===== src/rtl/rgb_entry_ctrl.sv =====
// rgb_entry_ctrl: keypad entry controller for an RGB colour.
// The user types up to three decimal digits per channel and confirms each with
// enter. A confirmed value of 0..255 is committed to the active channel, which
// then advances R -> G -> B -> DONE. A larger value pulses err and keeps the
// same channel active.
//
// Optional feature macro: RGB_TIMEOUT_EN. When it is defined, a partial entry
// that sits idle for TIMEOUT_CYCLES cycles is discarded.
//
// Ports:
//   clk                    system clock, rising edge
//   reset                  asynchronous, active-high reset
//   key_code[4:0]          0-9 digit, 5'h0C clear, 5'h0F enter, other codes ignored
//   key_stb                single-cycle strobe qualifying key_code
//   disp_c/d/u[4:0]        entry buffer (hundreds/tens/units), 5'd16 = blank
//   chan[1:0]              active channel: 0 R, 1 G, 2 B, 3 done
//   r_val/g_val/b_val[7:0] committed channel values
//   color_valid            high while all three channels are committed
//   busy                   high while a conversion is in progress
//   err                    one-cycle pulse when an entry exceeds 255
//   timeout_clr            one-cycle pulse when the idle timeout discards an entry
module rgb_entry_ctrl #(
    parameter int unsigned TIMEOUT_CYCLES = 50_000_000
) (
    input  logic       clk,
    input  logic       reset,
    input  logic [4:0] key_code,
    input  logic       key_stb,
    output logic [4:0] disp_c,
    output logic [4:0] disp_d,
    output logic [4:0] disp_u,
    output logic [1:0] chan,
    output logic [7:0] r_val,
    output logic [7:0] g_val,
    output logic [7:0] b_val,
    output logic       color_valid,
    output logic       busy,
    output logic       err,
    output logic       timeout_clr
);

    localparam logic [4:0] BLANK   = 5'd16;
    localparam logic [4:0] KEY_CLR = 5'h0C;
    localparam logic [4:0] KEY_ENT = 5'h0F;
    localparam logic [9:0] MAX_VAL = 10'd255;

    // A timeout below two cycles leaves no room for an idle cycle.
    if (TIMEOUT_CYCLES < 2) begin : g_timeout_check
        $error("rgb_entry_ctrl: TIMEOUT_CYCLES must be at least 2");
    end

    typedef enum logic [2:0] {
        ENT_R = 3'd0,
        ENT_G = 3'd1,
        ENT_B = 3'd2,
        CONV  = 3'd3,
        DONE  = 3'd4
    } state_t;

    state_t     state, state_nxt;
    logic [1:0] cnt, cnt_nxt;
    logic [4:0] disp_c_nxt, disp_d_nxt, disp_u_nxt;
    logic [1:0] chan_nxt;
    logic [7:0] r_nxt, g_nxt, b_nxt;
    logic       err_nxt;
    logic       is_digit, is_clear, is_enter, in_entry;
    logic [9:0] value;

    // Blank digit positions contribute zero to the value.
    function automatic logic [9:0] dig_val(input logic [4:0] d);
        return (d == BLANK) ? 10'd0 : 10'(d);
    endfunction

    function automatic state_t entry_state(input logic [1:0] ch);
        case (ch)
            2'd0:    return ENT_R;
            2'd1:    return ENT_G;
            default: return ENT_B;
        endcase
    endfunction

    function automatic state_t advance_state(input logic [1:0] ch);
        case (ch)
            2'd0:    return ENT_G;
            2'd1:    return ENT_B;
            default: return DONE;
        endcase
    endfunction

    // Key decode: undefined codes behave as if no key was pressed.
    assign is_digit = key_stb && (key_code <= 5'd9);
    assign is_clear = key_stb && (key_code == KEY_CLR);
    assign is_enter = key_stb && (key_code == KEY_ENT);
    assign in_entry = (state == ENT_R) || (state == ENT_G) || (state == ENT_B);

    assign value = dig_val(disp_c) * 10'd100 + dig_val(disp_d) * 10'd10 + dig_val(disp_u);

`ifdef RGB_TIMEOUT_EN
    localparam int unsigned TMO_W = (TIMEOUT_CYCLES > 1) ? $clog2(TIMEOUT_CYCLES) : 1;

    logic [TMO_W-1:0] tmo_cnt, tmo_cnt_nxt;
    logic             tmo_fire;

    // Idle counter: runs only while a partial entry is waiting; any key restarts it.
    always_comb begin
        tmo_cnt_nxt = '0;
        tmo_fire    = 1'b0;
        if (in_entry && (cnt != 2'd0) && !(is_digit || is_clear || is_enter)) begin
            if (tmo_cnt == TMO_W'(TIMEOUT_CYCLES - 1)) begin
                tmo_fire = 1'b1;
            end else begin
                tmo_cnt_nxt = tmo_cnt + TMO_W'(1);
            end
        end
    end

    always_ff @(posedge clk or posedge reset) begin
        if (reset) begin
            tmo_cnt     <= '0;
            timeout_clr <= 1'b0;
        end else begin
            tmo_cnt     <= tmo_cnt_nxt;
            timeout_clr <= tmo_fire;
        end
    end
`else
    assign timeout_clr = 1'b0;
`endif

    // Next-state and next-output logic.
    always_comb begin
        state_nxt  = state;
        cnt_nxt    = cnt;
        disp_c_nxt = disp_c;
        disp_d_nxt = disp_d;
        disp_u_nxt = disp_u;
        r_nxt      = r_val;
        g_nxt      = g_val;
        b_nxt      = b_val;
        err_nxt    = 1'b0;
        chan_nxt   = chan;

        case (state)
            ENT_R, ENT_G, ENT_B: begin
                if (is_digit) begin
                    if (cnt < 2'd3) begin
                        disp_c_nxt = disp_d;
                        disp_d_nxt = disp_u;
                        disp_u_nxt = key_code;
                        cnt_nxt    = cnt + 2'd1;
                    end
                end else if (is_clear) begin
                    disp_c_nxt = BLANK;
                    disp_d_nxt = BLANK;
                    disp_u_nxt = BLANK;
                    cnt_nxt    = 2'd0;
                end else if (is_enter && (cnt != 2'd0)) begin
                    state_nxt = CONV;
                end
            end

            // The buffer is held through CONV; chan still names the originating channel.
            CONV: begin
                disp_c_nxt = BLANK;
                disp_d_nxt = BLANK;
                disp_u_nxt = BLANK;
                cnt_nxt    = 2'd0;
                if (value <= MAX_VAL) begin
                    case (chan)
                        2'd0:    r_nxt = value[7:0];
                        2'd1:    g_nxt = value[7:0];
                        default: b_nxt = value[7:0];
                    endcase
                    state_nxt = advance_state(chan);
                end else begin
                    err_nxt   = 1'b1;
                    state_nxt = entry_state(chan);
                end
            end

            DONE: begin
                if (is_digit) begin
                    disp_c_nxt = BLANK;
                    disp_d_nxt = BLANK;
                    disp_u_nxt = key_code;
                    cnt_nxt    = 2'd1;
                    state_nxt  = ENT_R;
                end
            end

            default: state_nxt = ENT_R;
        endcase

`ifdef RGB_TIMEOUT_EN
        if (tmo_fire) begin
            disp_c_nxt = BLANK;
            disp_d_nxt = BLANK;
            disp_u_nxt = BLANK;
            cnt_nxt    = 2'd0;
        end
`endif

        case (state_nxt)
            ENT_R:   chan_nxt = 2'd0;
            ENT_G:   chan_nxt = 2'd1;
            ENT_B:   chan_nxt = 2'd2;
            DONE:    chan_nxt = 2'd3;
            default: chan_nxt = chan;
        endcase
    end

    // State and registered outputs.
    always_ff @(posedge clk or posedge reset) begin
        if (reset) begin
            state       <= ENT_R;
            cnt         <= 2'd0;
            disp_c      <= BLANK;
            disp_d      <= BLANK;
            disp_u      <= BLANK;
            chan        <= 2'd0;
            r_val       <= 8'd0;
            g_val       <= 8'd0;
            b_val       <= 8'd0;
            color_valid <= 1'b0;
            busy        <= 1'b0;
            err         <= 1'b0;
        end else begin
            state       <= state_nxt;
            cnt         <= cnt_nxt;
            disp_c      <= disp_c_nxt;
            disp_d      <= disp_d_nxt;
            disp_u      <= disp_u_nxt;
            chan        <= chan_nxt;
            r_val       <= r_nxt;
            g_val       <= g_nxt;
            b_val       <= b_nxt;
            color_valid <= (state_nxt == DONE);
            busy        <= (state_nxt == CONV);
            err         <= err_nxt;
        end
    end

endmodule


===== config.mk =====
export PLATFORM = sky130hd
export DESIGN_NAME = rgb_entry_ctrl
export DESIGN_NICKNAME = d
export VERILOG_FILES = /design/src/rtl/rgb_entry_ctrl.sv
export SDC_FILE = /design/constraint.sdc
export NUM_CORES = 1
export LEC_CHECK = 0
export ABC_AREA = 0
export ABC_CLOCK_PERIOD_IN_PS = 5350
export CAP_MARGIN = 20
export CELL_PAD_IN_SITES_DETAIL_PLACEMENT = 0
export CELL_PAD_IN_SITES_GLOBAL_PLACEMENT = 1
export CORE_MARGIN = 2
export CORE_UTILIZATION = 42
export CTS_CLUSTER_DIAMETER = 40
export CTS_CLUSTER_SIZE = 16
export DETAILED_ROUTE_END_ITERATION = 8
export HOLD_SLACK_MARGIN = 0.12
export PLACE_DENSITY_LB_ADDON = 0.1
export RECOVER_POWER = 50
export REMOVE_ABC_BUFFERS = 1
export SYNTH_ARGS = -nofsm -noshare
export SYNTH_HDL_FRONTEND = slang
export SYNTH_SLANG_ARGS = --single-unit

===== constraint.sdc =====
create_clock -name clk -period 5.35 [get_ports clk]
set_input_delay 0.8025 -clock clk [delete_from_list [all_inputs] [get_ports clk]]
set_output_delay 0.8025 -clock clk [all_outputs]
set_load 0.02 [all_outputs]

== Word level (Yosys, flattened, before mapping) ==
Cells that the tools add are included.

* Register bits after elaboration: 49
* Output and inout port bits: 45

* Add/sub/neg operators: 3
* $mul: 2
* $lt $le $gt $ge: 3
* Eq/ne operators: 17
* Muxes and demuxes: 31
* Bitwise operators: 1
* Reductions and logical operators: 16

{| class="wikitable"
|+ Operators by type and width
! kind !! number
|-
| $mux 5 || 12
|-
| $pmux 5 s3 || 3
|-
| $eq 5x5->1 const B || 3
|-
| $mux 3 || 5
|-
| $eq 3x2->1 const B || 4
|-
| $add 10x5->10 || 1
|-
| $add 10x9->10 || 1
|-
| $eq 5x4->1 const B || 2
|-
| $le 10x8->1 const B || 1
|-
| $pmux 3 s3 || 1
|-
| $reduce_and 3->1 || 3
|-
| $mul 5x3->8 const B || 1
|-
| $mul 5x5->8 const B || 1
|-
| $mux 2 || 4
|-
| $pmux 2 s4 || 1
|-
| $eq 3x1->1 const B || 2
|-
| $eq 3x3->1 const B || 2
|-
| $logic_not 3->1 || 2
|-
| $ne 3x3->1 const B || 2
|-
| $pmux 2 s3 || 1
|-
| $pmux 3 s2 || 1
|-
| $le 5x4->1 const B || 1
|-
| $logic_and 1x1->1 || 4
|-
| $pmux 2 s2 || 1
|-
| other kinds (13) || 14
|}

== Longest topological paths before layout ==
Gate-level depths: netlist of the first run.

* Depth in word-level cells: 10
* Mapped depth: 18
* Mapped depth without buffers: 16

== Least setup slack after synthesis of the first run ==
No wires, ideal clock.

* Kind: register to register
* Start: register disp_c[2]
* End: register r_val[0]
* Library setup time: 0.125 ns
* Data arrival time: 4.079 ns
* Setup slack: 1.147 ns
* Stages on the path, launching flop included: 18
* Clock period less this slack: 4.203 ns
* Path through: dfrtp_1 -> inv_1 -> ha_1 -> nand3_1 -> and2_1 -> ha_1 -> ha_1 -> fa_1 -> xor2_1 -> ha_1 -> ha_1 -> clkbuf_1 -> or4b_1 -> nand3_1 -> a211o_1 -> o21a_4 -> o211ai_4 -> mux2_2

* Longest elaborated chain between the ends: 7

{| class="wikitable"
|+ Ends and longest elaborated chain
! item !! line !! source
|-
| from (decl) || 29 || <nowiki>output logic [4:0] disp_c,</nowiki>
|-
| from (signal assigned) || 230 || <nowiki>disp_c <= disp_c_nxt;</nowiki>
|-
| $eq 5x5->1 || 71 || <nowiki>return (d == BLANK) ? 10'd0 : 10'(d);</nowiki>
|-
| $mux 5 (*) || 71 ||
|-
| $mul 5x5->8 (*) || 96 || <nowiki>assign value = dig_val(disp_c) * 10'd100 + dig_val(disp_d) * 10'd10 + dig_val(disp_u);</nowiki>
|-
| $add 10x9->10 (*) || 96 ||
|-
| $add 10x5->10 (*) || 96 ||
|-
| $le 10x8->1 (*) || 168 || <nowiki>if (value <= MAX_VAL) begin</nowiki>
|-
| $reduce_and 3->1 (no source line) (*) || -- ||
|-
| to (signal assigned) || 234 || <nowiki>r_val <= r_nxt;</nowiki>
|-
| to (decl) || 33 || <nowiki>output logic [7:0] r_val,</nowiki>
|}

Mark *: on every way between the ends. The rest lies on a longest branch, timed or not.
A chain may end at the register's enable or synchronous reset.

== Final worst setup path of the first run ==
* Start: register disp_d[1]
* End: register b_val[1]

* Longest elaborated chain between the ends: 7

{| class="wikitable"
|+ Ends and longest elaborated chain
! item !! line !! source
|-
| from (decl) || 30 || <nowiki>output logic [4:0] disp_d,</nowiki>
|-
| from (signal assigned) || 231 || <nowiki>disp_d <= disp_d_nxt;</nowiki>
|-
| $eq 5x5->1 || 71 ||
|-
| $mux 5 (*) || 71 ||
|-
| $mul 5x3->8 (*) || 96 ||
|-
| $add 10x9->10 (*) || 96 ||
|-
| $add 10x5->10 (*) || 96 ||
|-
| $le 10x8->1 || 168 ||
|-
| $reduce_and 3->1 (no source line) || -- ||
|-
| to (signal assigned) || 236 || <nowiki>b_val <= b_nxt;</nowiki>
|-
| to (decl) || 35 || <nowiki>output logic [7:0] b_val,</nowiki>
|}

Marked as above.

==> metrics.md, run 1 <==
| Metric | Value |
|---|---|
| Slew headroom | `-43.2%` |
| Failing checks | `max-capacitance violations, max-slew violations` |
| Yosys cell types | `53` |
| Share of Yosys cell area claimed by the top area cell type | `a little over a third` |
| Htree depth | `2` |
| Final setup fails | `0` |
| RD Place Congestion | `0.862` |
| Largest cells by area after synthesis | `dfrtp_1 36%, ha_1 12%, mux2_2 5.7%, fa_1 3.8%, mux2_4 3.8%` |
| Most frequent cell after synthesis | `dfrtp_1` |
| Crit share post-route | `between 80% and 90%` |
| Max Slew Vio Count | `41` |
| Worst Path Buf+Inv | `2` |
| Area used by multi-input combinational logic | `approximately 1800 um2` |
| Area of the mapped netlist | `~3200 um2` |
| Min Tclk post-route | `~4.7 ns` |
| Unrepaired setup endpoints after global routing | `false` |
| Layout Nets | `between 300 and 400` |
| Synth cell count leaders | `46 x dfrtp_1, 31 x ha_1, 31 x nand2_1` |
| Cells after DPL | `439` |
| Placed cell area | `around 3700 um2` |
| Crit path largest cell delay | `approximately 0.56 ns` |
| Vias | `2326` |
| I/O Pins | `53` |
| Final instance area | `approximately 3900 um2` |
| Row cnt | `31` |
| Maximum VDD drop | `about 0.00014 V` |
| Critical Path Start | `disp_d[1]$_DFFE_PP0P_` |
| GRT Util Overall | `around 17%` |
| Area Overhead vs Synth | `22.6%` |
| CP most frequent cell | `ha_1` |
| CP delay by family, top | `compound AO/OA/AOI/OAI gates` |
| Cts hold-fix bufs | `0` |
| Max-cap viol count | `1` |
| Post-synth EDFFs | `0` |
| Pwr dens | `~330 nW/um2` |
| Worst Setup End Kind | `register` |
| Clock-pin slew on the worst setup and hold paths | `approximately 0.10 ns` |
| Critical Path RT | `about 5.6 ns` |
| Synthesized flop and latch total | `49` |
| Share of layout cells above drive strength 1 | `12.6%` |
| Initial antenna violation count | `0` |
| Pre-CTS setup slack | `~0.67 ns` |
| Final HPWL DP | `between 5 and 6 mm` |
| Iteration-0 DRC Markers | `~100` |
| Post-CTS Setup Bufs | `0` |
| Grt ovf | `0` |
| First-pass GRT wire length | `between 10 and 15 mm` |
| Worst clock skew | `0.0133 ns` |
| TNS Setup | `0 ns` |
| Main synth FF type | `dfrtp_1` |
| Seq. cell area | `1230 um2` |
| Worst path arrival time | `~4.9 ns` |
| Diode count | `0` |
| CP max FO | `10` |
| CTS tree | `done` |
| Critical path type | `reg2reg` |
| Fin worst setup slack | `between 0.6 and 0.7 ns` |
| Worst-margin pin slew | `~2.1 ns` |
| Routed vias/inst | `just over 5` |
| Antenna Nets Post-Route | `0` |
| Worst hold start | `disp_d[4]$_DFFE_PP1P_` |
| Achievable Freq | `212 MHz` |
| Startpoint of the worst-slack reg-to-reg timing path | `disp_d[1]$_DFFE_PP0P_` |
| Crit path launch type | `register` |
| Initial core utilization | `a little over two fifths` |
| DRT Wirelength | `a little under 7 mm` |
| Worst min path class | `reg2reg` |
| Clk buf depth | `2` |
| Status | `finished with violations` |
| Root Buffer | `clkbuf_8` |
| I/O Buffers | `51` |
| DR DRC count | `0` |
| Syn_area_per_cell | `approximately 10 um2` |
| Num CTS Buffers | `5` |
| Pre-Repair DR Iteration Count | `4` |
| Final Hold Viols | `0` |
| Resize count post-CTS | `0` |
| Clk Latency, worst-skew pair | `approximately 0.31 ns` |
| Number of global-route vias before repair | `roughly 2300` |
| Async set-reset flop share out of synthesis | `100%` |
| Critical path's slowest cell | `o21bai_2` |
| Die footprint | `8230 um2` |
| Routed wire length per instance | `around 15 um` |
| Part of the Yosys area used for sequential elements | `roughly 40%` |
| Core area | `roughly 7300 um2` |
| Chip width | `90.7 um` |
| Yosys top cell by area | `dfrtp_1` |
| Final Non-Filler Cells | `449` |
| Syn. warnings | `0` |
| Leakage power | `around 2.0 nW` |
| Largest net degree at the start of global routing | `50` |
| Cells along the critical path | `o41ai_1, inv_1, ha_1, inv_1, fa_1, xnor2_1, ha_1, ha_1, o21ai_0, or2_1, a211o_1, o21a_4, o21bai_2, mux2_4` |
| Die Y-Extent | `90.7 um` |
| Synth Instances | `roughly 300` |
| Fillers | `700` |
| Clock tree sinks | `roughly 50` |
[state kept, by name (all words and copies together) (netlist names), 2 cells and up]
name    count
b_val       8
g_val       8
r_val       8
disp_c      5
disp_d      5
disp_u      5
state       3
chan        2
cnt         2
[cell type report]
cell class | count | area share, %
clock buffers | 6 | 2.13
repair buffers | 54 | 13.7
inverters | 27 | 2.62
multi-input cells | 212 | 45.5
clock inverters | 2 | 1.07
flip-flops and latches | 49 | 31.8
well taps | 99 | 3.20
[layout by cell type, fill, tap and decap left out, types with 2 or more instances in the layout]
| master | n |
|---|---|
| dfstp_2 | 3 |
| a211o_1 | 2 |
| nand4_1 | 2 |
| a22o_1 | 4 |
| mux2_2 | 16 |
| mux2i_1 | 3 |
| a211oi_1 | 4 |
| xnor2_1 | 4 |
| o21ai_0 | 18 |
| mux2_4 | 8 |
| o41ai_1 | 2 |
| inv_1 | 27 |
| clkbuf_8 | 6 |
| nor3b_1 | 2 |
| a21oi_1 | 11 |
| and2_1 | 5 |
| ha_1 | 31 |
| nand2_1 | 31 |
| o211ai_1 | 3 |
| fa_1 | 6 |
| nor2b_1 | 2 |
| dfrtp_1 | 46 |
| a31oi_1 | 3 |
| nand3_1 | 4 |
| dlygate4sd3_1 | 23 |
| nor3_1 | 8 |
| a21o_1 | 3 |
| clkdlybuf4s50_1 | 28 |
| xor2_1 | 5 |
| nor2_1 | 12 |
[worst paths after layout]
path                                         end  slack [ns]  cells past startpoint
max                         b_val[1]$_DFFE_PP0P_        0.64                     14
min                        disp_d[4]$_DFFE_PP1P_        0.49                      2
max reg2reg                 b_val[1]$_DFFE_PP0P_        0.64                     14
min reg2reg                disp_d[4]$_DFFE_PP1P_        0.49                      2
max in group asynchronous  disp_c[0]$_DFFE_PP0P_        2.11                      3
min in group asynchronous    chan[1]$_DFFE_PP0P_        0.89                      2
[tightest hold or removal path: cells and delay by family (launching register included)]
family | cells | cell delay, ns
AO/OA/AOI/OAI | 1 | 0.05
flip-flops | 1 | 0.40
buffers and inverters | 1 | 0.05
[logic make-up (layout without fill, tap and decap cells)]
family | Yosys count | after routing | share of synthesized area (%)
AND/OR/NAND/NOR | 73 | 73 | 10.9
AO/OA/AOI/OAI | 64 | 64 | 15.0
flip-flops | 49 | 49 | 38.9
buffers and inverters | 41 | 89 | 5.23
adder cells (fa/ha/maj) | 37 | 37 | 16.1
multiplexers | 27 | 27 | 10.5
XOR/XNOR | 10 | 10 | 3.21
other | 1 | 1 | 0.119
[per-layer routing]
layer | share of wire [%] | vias to the layer above | track usage, % | routed length [um]
li1 | - | 1145 | - | -
met1 | 48 | 1144 | 24.6 | 3320
met2 | 49 | 35 | 27.9 | 3370
met3 | 2.1 | 2 | 2.34 | 147
met4 | 0.47 | 0 | 4.23 | 32
met5 | 0 | - | 0 | 0
[stage by stage]
stage / utilization [%] / hold WS, ns / power [mW]
global route: 53.4 / 0.505 / 1.36
finish: 53.4 / 0.492 / 1.27
floorplan: - / 0.475 / 0.809
detailed placement: 51.5 / 0.479 / 1.01
CTS: 53.2 / 0.495 / 1.30
global placement: 51.5 / 0.476 / 1.01
[power breakdown]
part	total [mW]	internal [mW]	leakage, nW	switching (mW)
sequential	0.498	0.433	0.660	0.0650
clock	0.288	0.156	0.0633	0.133
combinational	0.488	0.218	1.26	0.270
No activity file was read; power rests on OpenSTA's default activity.
==> inputs of run 2 (changes only) <==
--- a/config.mk
+++ b/config.mk
@@ -5,7 +5,6 @@
 export SDC_FILE = /design/constraint.sdc
 export NUM_CORES = 1
 export LEC_CHECK = 0
-export ABC_AREA = 0
 export ABC_CLOCK_PERIOD_IN_PS = 5350
 export CAP_MARGIN = 20
 export CELL_PAD_IN_SITES_DETAIL_PLACEMENT = 0
==> results of run 2 <==
Same layout as run 1: the final DEF is identical, and so are final timing and power.
